===== src/rtl/bk_adder_pipe.sv =====
// Pipelined Brent-Kung adder/subtractor with interleaved operand bus and valid/ready flow control.
// Pipeline registers sit between prefix levels; the last stage always registers the result.
module bk_adder_pipe #(
    parameter int unsigned WIDTH  = 12,
    parameter int unsigned STAGES = 2
) (
    input  logic               clk,
    input  logic               rst_n,
    input  logic               in_valid,
    output logic               in_ready,
    input  logic [2*WIDTH-1:0] INPUTS,
    input  logic               mode,
    input  logic               cin,
    output logic               out_valid,
    input  logic               out_ready,
    output logic [WIDTH:0]     OUTS,
    output logic               ovf,
    output logic               zero
);

    localparam int unsigned K = $clog2(WIDTH);
    localparam int unsigned N = 32'(1) << K;
    localparam int unsigned L = 2 * K - 1;

    // Side-band carried alongside the prefix vectors to the sum stage
    typedef struct packed {
        logic [WIDTH-1:0] p0;
        logic             c;
        logic             a_msb;
        logic             b_msb;
    } side_t;

    // Internal register j sits after prefix level floor(j*(L+1)/STAGES)
    function automatic logic is_cut(input int unsigned lv);
        logic hit;
        hit = 1'b0;
        for (int unsigned j = 1; j < STAGES; j++) begin
            if ((j * (L + 1)) / STAGES == lv) hit = 1'b1;
        end
        return hit;
    endfunction

    logic advance;
    assign advance  = !out_valid || out_ready;
    assign in_ready = advance;

    for (genvar lv = 0; lv <= L; lv++) begin : g_lvl
        logic [N-1:0] cur_g;
        logic [N-1:0] cur_p;
        side_t        cur_s;
        logic         cur_v;

        if (lv == 0) begin : g_gp
            logic [WIDTH-1:0] op_a;
            logic [WIDTH-1:0] op_b;
            logic [WIDTH-1:0] eff_b;
            logic             c0;

            for (genvar i = 0; i < WIDTH; i++) begin : g_unpack
                assign op_a[i] = INPUTS[2*i];
                assign op_b[i] = INPUTS[2*i+1];
            end

            assign eff_b = mode ? ~op_b : op_b;
            assign c0    = mode | cin;
            // Carry-in folds into bit 0's generate so the tree yields true carries
            assign cur_p = N'(op_a ^ eff_b);
            assign cur_g = N'(op_a & eff_b) | N'((op_a[0] ^ eff_b[0]) & c0);
            assign cur_s = '{p0: op_a ^ eff_b, c: c0, a_msb: op_a[WIDTH-1], b_msb: eff_b[WIDTH-1]};
            assign cur_v = in_valid;
        end else begin : g_pf
            localparam int unsigned LV = 32'(lv);
            localparam logic        UP = (LV <= K);
            localparam int unsigned S  = UP ? (32'(1) << (LV - 1)) : (32'(1) << (2 * K - 1 - LV));

            logic [N-1:0] prv_g;
            logic [N-1:0] prv_p;
            side_t        prv_s;
            logic         prv_v;
            logic [N-1:0] nxt_g;
            logic [N-1:0] nxt_p;

            assign prv_g = g_lvl[lv-1].cur_g;
            assign prv_p = g_lvl[lv-1].cur_p;
            assign prv_s = g_lvl[lv-1].cur_s;
            assign prv_v = g_lvl[lv-1].cur_v;

            for (genvar i = 0; i < N; i++) begin : g_bit
                localparam int unsigned P = 32'(i) + 1;
                if (UP ? (P % (2 * S) == 0) : ((P % (2 * S) == S) && (P >= 3 * S))) begin : g_node
                    assign nxt_g[i] = prv_g[i] | (prv_p[i] & prv_g[i-S]);
                    assign nxt_p[i] = prv_p[i] & prv_p[i-S];
                end else begin : g_pass
                    assign nxt_g[i] = prv_g[i];
                    assign nxt_p[i] = prv_p[i];
                end
            end

            if (is_cut(LV)) begin : g_reg
                always_ff @(posedge clk or negedge rst_n) begin
                    if (!rst_n) begin
                        cur_g <= '0;
                        cur_p <= '0;
                        cur_s <= '0;
                        cur_v <= 1'b0;
                    end else if (advance) begin
                        cur_g <= nxt_g;
                        cur_p <= nxt_p;
                        cur_s <= prv_s;
                        cur_v <= prv_v;
                    end
                end
            end else begin : g_thru
                assign cur_g = nxt_g;
                assign cur_p = nxt_p;
                assign cur_s = prv_s;
                assign cur_v = prv_v;
            end
        end
    end

    logic [N-1:0]     fin_g;
    logic [N-1:0]     fin_p;
    side_t            fin_s;
    logic             fin_v;
    logic [WIDTH-1:0] carries;
    logic [WIDTH-1:0] sum_c;
    logic             unused_prefix;

    assign fin_g   = g_lvl[L].cur_g;
    assign fin_p   = g_lvl[L].cur_p;
    assign fin_s   = g_lvl[L].cur_s;
    assign fin_v   = g_lvl[L].cur_v;
    assign carries = {fin_g[WIDTH-2:0], fin_s.c};
    assign sum_c   = fin_s.p0 ^ carries;
    assign unused_prefix = ^{fin_g, fin_p};

    // Output stage: result fields load only when a valid result arrives
    always_ff @(posedge clk or negedge rst_n) begin
        if (!rst_n) begin
            out_valid <= 1'b0;
            OUTS      <= '0;
            ovf       <= 1'b0;
            zero      <= 1'b0;
        end else if (advance) begin
            out_valid <= fin_v;
            if (fin_v) begin
                OUTS <= {fin_g[WIDTH-1], sum_c};
                ovf  <= (fin_s.a_msb == fin_s.b_msb) && (sum_c[WIDTH-1] != fin_s.a_msb);
                zero <= (sum_c == '0);
            end
        end
    end

endmodule


===== config.mk =====
export PLATFORM = sky130hd
export DESIGN_NAME = bk_adder_pipe
export DESIGN_NICKNAME = d
export VERILOG_FILES = /design/src/rtl/bk_adder_pipe.sv
export SDC_FILE = /design/constraint.sdc
export NUM_CORES = 1
export LEC_CHECK = 0
export BUFFER_PORTS_ARGS = -buffer_cell sky130_fd_sc_hd__buf_2
export CAP_MARGIN = 20
export CORE_AREA = 10 10 93 95
export DETAILED_ROUTE_END_ITERATION = 16
export DIE_AREA = 0 0 103 105
export PLACE_DENSITY = 0.56
export SYNTH_ARGS = -nofsm -noshare
export SYNTH_HDL_FRONTEND = slang
export SYNTH_SLANG_ARGS = --single-unit
export TNS_END_PERCENT = 50

===== constraint.sdc =====
create_clock -name clk -period 2.3 [get_ports clk]
set_input_delay 0.46 -clock clk [delete_from_list [all_inputs] [get_ports clk]]
set_output_delay 0.46 -clock clk [all_outputs]
set_load 0.05 [all_outputs]

* Yosys cells after proc, flatten, opt, wreduce, memory -nomap -nowiden *
Index checks and enable logic that the tools add are counted.

storage, ports and cells
  bits of input ports = 30
  register bits = 56

operators by class
  equal/unequal tests = 2
  muxes and demuxes = 1
  reduce and logical (&&, ||, !) cells = 5
  bitwise logic cells = 55

operator list
  cell                 number
  bitwise XOR 12 bit   3
  bitwise AND 1 bit    29
  OR 1 bit             19
  bitwise AND 12 bit   1
  logical NOT 12 bit   1
  2-to-1 mux 12 bit    1
  inverter 12 bit      1
  OR 12 x 1 -> 12 bit  1
  AND reduction 2 bit  1
  equality test 1 bit  1
  logical AND 1 bit    1
  logical NOT 1 bit    1
  logical OR 1 bit     1
  != test 1 bit        1
  bitwise XOR 1 bit    1

* Longest topological paths before layout *
  depth after elaboration = 11
  depth in mapped cells = 8

* Least setup slack after synthesis *
Ideal clock, no wire load.

  path type = input to register
  start point = input port mode
  end point = register g_lvl[4].cur_g[7]
  buffers on the path = 2
  slack = 386 ps
  arrival = 1,774 ps
  data required time = 2,160 ps
  stages on the path = 6
  path through = buf_2 > buf_2 > xor2_1 > ha_1 > a2111oi_0 > a31oi_1

between the ends
  elaborated cells on any way between the ends = 25
  classes of those cells = mux (1); bitwise (24)

RTL lines
  item                                           line    RTL
  from (decl)                                    12      input logic mode,
  2-to-1 mux 12 bit (*)                          64      assign eff_b = mode ? ~op_b : op_b;
  bitwise XOR 12 bit (*)                         67      assign cur_p = N'(op_a ^ eff_b);
  via g_lvl[0].cur_p[6]                          49      logic [N-1:0] cur_p;
  bitwise AND 1 bit (*)                          92      assign nxt_p[i] = prv_p[i] & prv_p[i-S];
  bitwise AND 1 bit, on equally long branches    91, 92
  OR 1 bit or bitwise AND 1 bit (tied branches)  91      assign nxt_g[i] = prv_g[i] | (prv_p[i] & prv_g[i-S]);
  OR 1 bit (*)                                   91
  to (signal assigned)                           107     cur_g <= nxt_g;
  to (decl)                                      48      logic [N-1:0] cur_g;

Mark *: on every way through the listed nets, which the timed path passes. The rest lies on a longest branch.
A chain may end at the register's enable or synchronous reset.

* Worst setup path in the final report *
  start point = register out_valid
  end point = output port in_ready

between the ends
  word-level cells in the longest chain between the ends = 2

ends and longest elaborated chain
  item                    line  RTL
  from (decl)             14    output logic out_valid,
  from (signal assigned)  146   out_valid <= fin_v;
  logical NOT 1 bit       44    assign advance = !out_valid || out_ready;
  logical OR 1 bit        44
  to (decl)               10    output logic in_ready,

No other way between the ends.

==> results_dict.tcl <==
set metrics [dict create \
    status "finished, final reports clean" \
    final.min_clock_period_ns 1.81 \
    synth_nets 288 \
    p_leak_uw 0.00139 \
    fin_crit_sh 0.786 \
    postSynthCellCount 241 \
    overflow 0 \
    switchingPower_uw 1190 \
    worstSetupPathType "reg -> out" \
    grt_pass1_wl_mm 9.00 \
    synth_edf_count 0 \
    worst_pin_slew_ns 0.493 \
    rows 30 \
    layout-drive-gt1-share 0.220 \
    maxSlewViolCount 0 \
    clk_pin_slew_worst_paths_ns 0.08 \
    dp.final_hpwl_mm 4.05 \
    clkSinkCount 47 \
    synthArstFlopShare 1.00 \
    netlist_top_cells_count "72 x nand2_1, 47 x dfrtp_1, 18 x nor2_1" \
    cts.htree.levels 2 \
    num_antenna_cells 0 \
    antenna_found_initial 0 \
    startpoint_type "flip-flop" \
    final_core_util 0.403 \
    routedWlPerCell_um 14.0 \
    p_seq_frac 0.420 \
    drtPass1Iterations 4 \
    slew_headroom 0.671 \
    rsz0062_at_grt "no" \
    use_met1 0.140 \
    synth_area_mm2 0.00234 \
    globalRouteMet2Util 0.148 \
    ys_seq_area_frac 0.503 \
    ys_types 33 \
    cts_tree "yes" \
    die_y_um 105 \
    fmax_ghz 0.553 \
    clock_latency_ns 0.30 \
    area_delta_synth_final_pct 16.4 \
    setup_viol 0 \
    clkPwrFrac 0.165 \
    clock-root-buffer "clkbuf_8" \
    ir_drop_mv 0.227 \
    r2r_cells 6 \
    drt_iter0_markers 77 \
    cp.arrival_ns 1.35 \
    die_width_um 103 \
    clockBufferDepth 2 \
    avgSynthCellArea_um2 9.70 \
    die_area_mm2 0.0108 \
    required_ns 1.84 \
    gp_congestion 0.790 \
    cp-end-kind "primary output" \
    yosys_warnings 0 \
    p_sw_frac 0.427 \
    io_buffers 46 \
    ctsResizeCount 0 \
    yosysMostFrequentCell "nand2_1" \
    critPathMaxFanout 17 \
    core_mm2 0.00676 \
    ios 47 \
    ys_seq_elements 47 \
    ant_nets 0 \
    synth_area_leaders "dfrtp_1 50%, nand2_1 12%, ha_1 9.1%" \
    drc_errors 0 \
    grt.busiest_layer "met2" \
    post_cts_buffers 0 \
    fin_worst_skew_ns 0.00452 \
    yosysTopAreaCellShare 0.503 \
    avgViaCountPerCell 4.71 \
    grt_pass1_vias 1886 \
    start_util 0.346 \
    hold_viol 0 \
    hold_path.class "in -> async" \
    cts_buffers 5 \
    grt_max_degree 28 \
    n_fill_cell 731 \
    num_vias 1725 \
    power_density_mw_per_mm2 1020 \
    yosys.area.top_type "dfrtp_1" \
    p_int_uw 1590 \
    synth-main-ff-cell "dfrtp_1" \
    use_met3 0.0277 \
    drt-total-wl_mm 5.11 \
    drv_cap 0 \
    cts_hold_buf 0 \
    final.setup.tns_ns 0 \
    pwr-share-comb 0.415 \
    grt_use_total 0.103 \
    fin_nets 334 \
]
==> kinds of logic (layout without fill, tap and decap cells) <==
| family | after synthesis | after routing | synth area share |
|---|---|---|---|
| simple gates | 107 | 107 | 0.193 |
| fa+ha+maj | 17 | 17 | 0.0910 |
| mux | 5 | 5 | 0.0273 |
| buf+inv | 12 | 57 | 0.0273 |
| xor+xnor | 19 | 19 | 0.0712 |
| flops | 47 | 47 | 0.503 |
| compound gates | 34 | 34 | 0.0872 |
==> final cells by class <==
type	count	area [um2]	share of cell area
clock buffer	6	72.6	0.0267
inverter	2	10.0	0.00368
multi-input combinational	182	1100	0.403
sequential	47	1180	0.432
tap	80	100	0.0368
timing repair buffer	49	265	0.0974
==> flip-flops by register name, summed over array words and instances (netlist names) <==
register,flops
OUTS,13
carries,1
fin_s,8
fin_v,1
g_lvl.cur_g,12
g_lvl.cur_p,9
out_valid,1
ovf,1
zero,1
==> power groups by stage <==
stage	logic [uW]	registers, uW	clock network [uW]
after floorplan	449	1580	0
after global placement	1160	1180	0
after detailed placement	1170	1190	0
after CTS	1170	1170	482
after global routing	1270	1200	515
final	1150	1170	459
==> through the flow <==
step	power [uW]	setup WS [ns]	instance area, um2	hold slack [ns]	cells
after floorplan	2030	0.386	2340	0.164	241
after global placement	2340	0.329	2650	0.453	360
after detailed placement	2360	0.293	2650	0.457	360
after CTS	2820	0.452	2720	0.126	366
after global routing	2990	0.405	2720	0.142	366
final	2780	0.493	2720	0.117	366
==> metal layers <==
layer / routed length [um] / vias to the layer above
met3: 291 / 7
met4: 98 / 0
met1: 2530 / 785
met2: 2190 / 42
met5: 0 / -
li1: - / 891
==> critical path: stages, from the launching register on <==
cell,delay [ns]
dfrtp_1,0.40
nor2b_4,0.16
inv_4,0.17
buf_2,0.30
==> layout by cell type (no fill, tap or decap), types with 3 or more instances in the layout <==
master	synthesis	layout
buf_2	7	46
a21oi_1	8	8
xor2_1	17	17
ha_1	17	17
nand2_1	72	72
mux2_2	3	3
nor2_1	18	18
clkbuf_8	0	5
a21o_1	3	3
dfrtp_1	47	47
a31oi_1	3	3
nand3_1	5	5
o21ai_0	15	15
==> final timing paths <==
kind                                        start                end  slack, ns
worst max register to register  g_lvl[4].cur_g[7]               zero       0.59
worst min-delay path                        rst_n  g_lvl[4].cur_g[9]       0.12
min in group clk                         in_valid              fin_v       0.37
worst min register to register  g_lvl[4].cur_p[5]  g_lvl[4].cur_p[5]       0.47
worst max-delay path                    out_valid           in_ready       0.49
max in group asynchronous                   rst_n           fin_s[1]       1.67
Power figures use the tool's default switching activity.
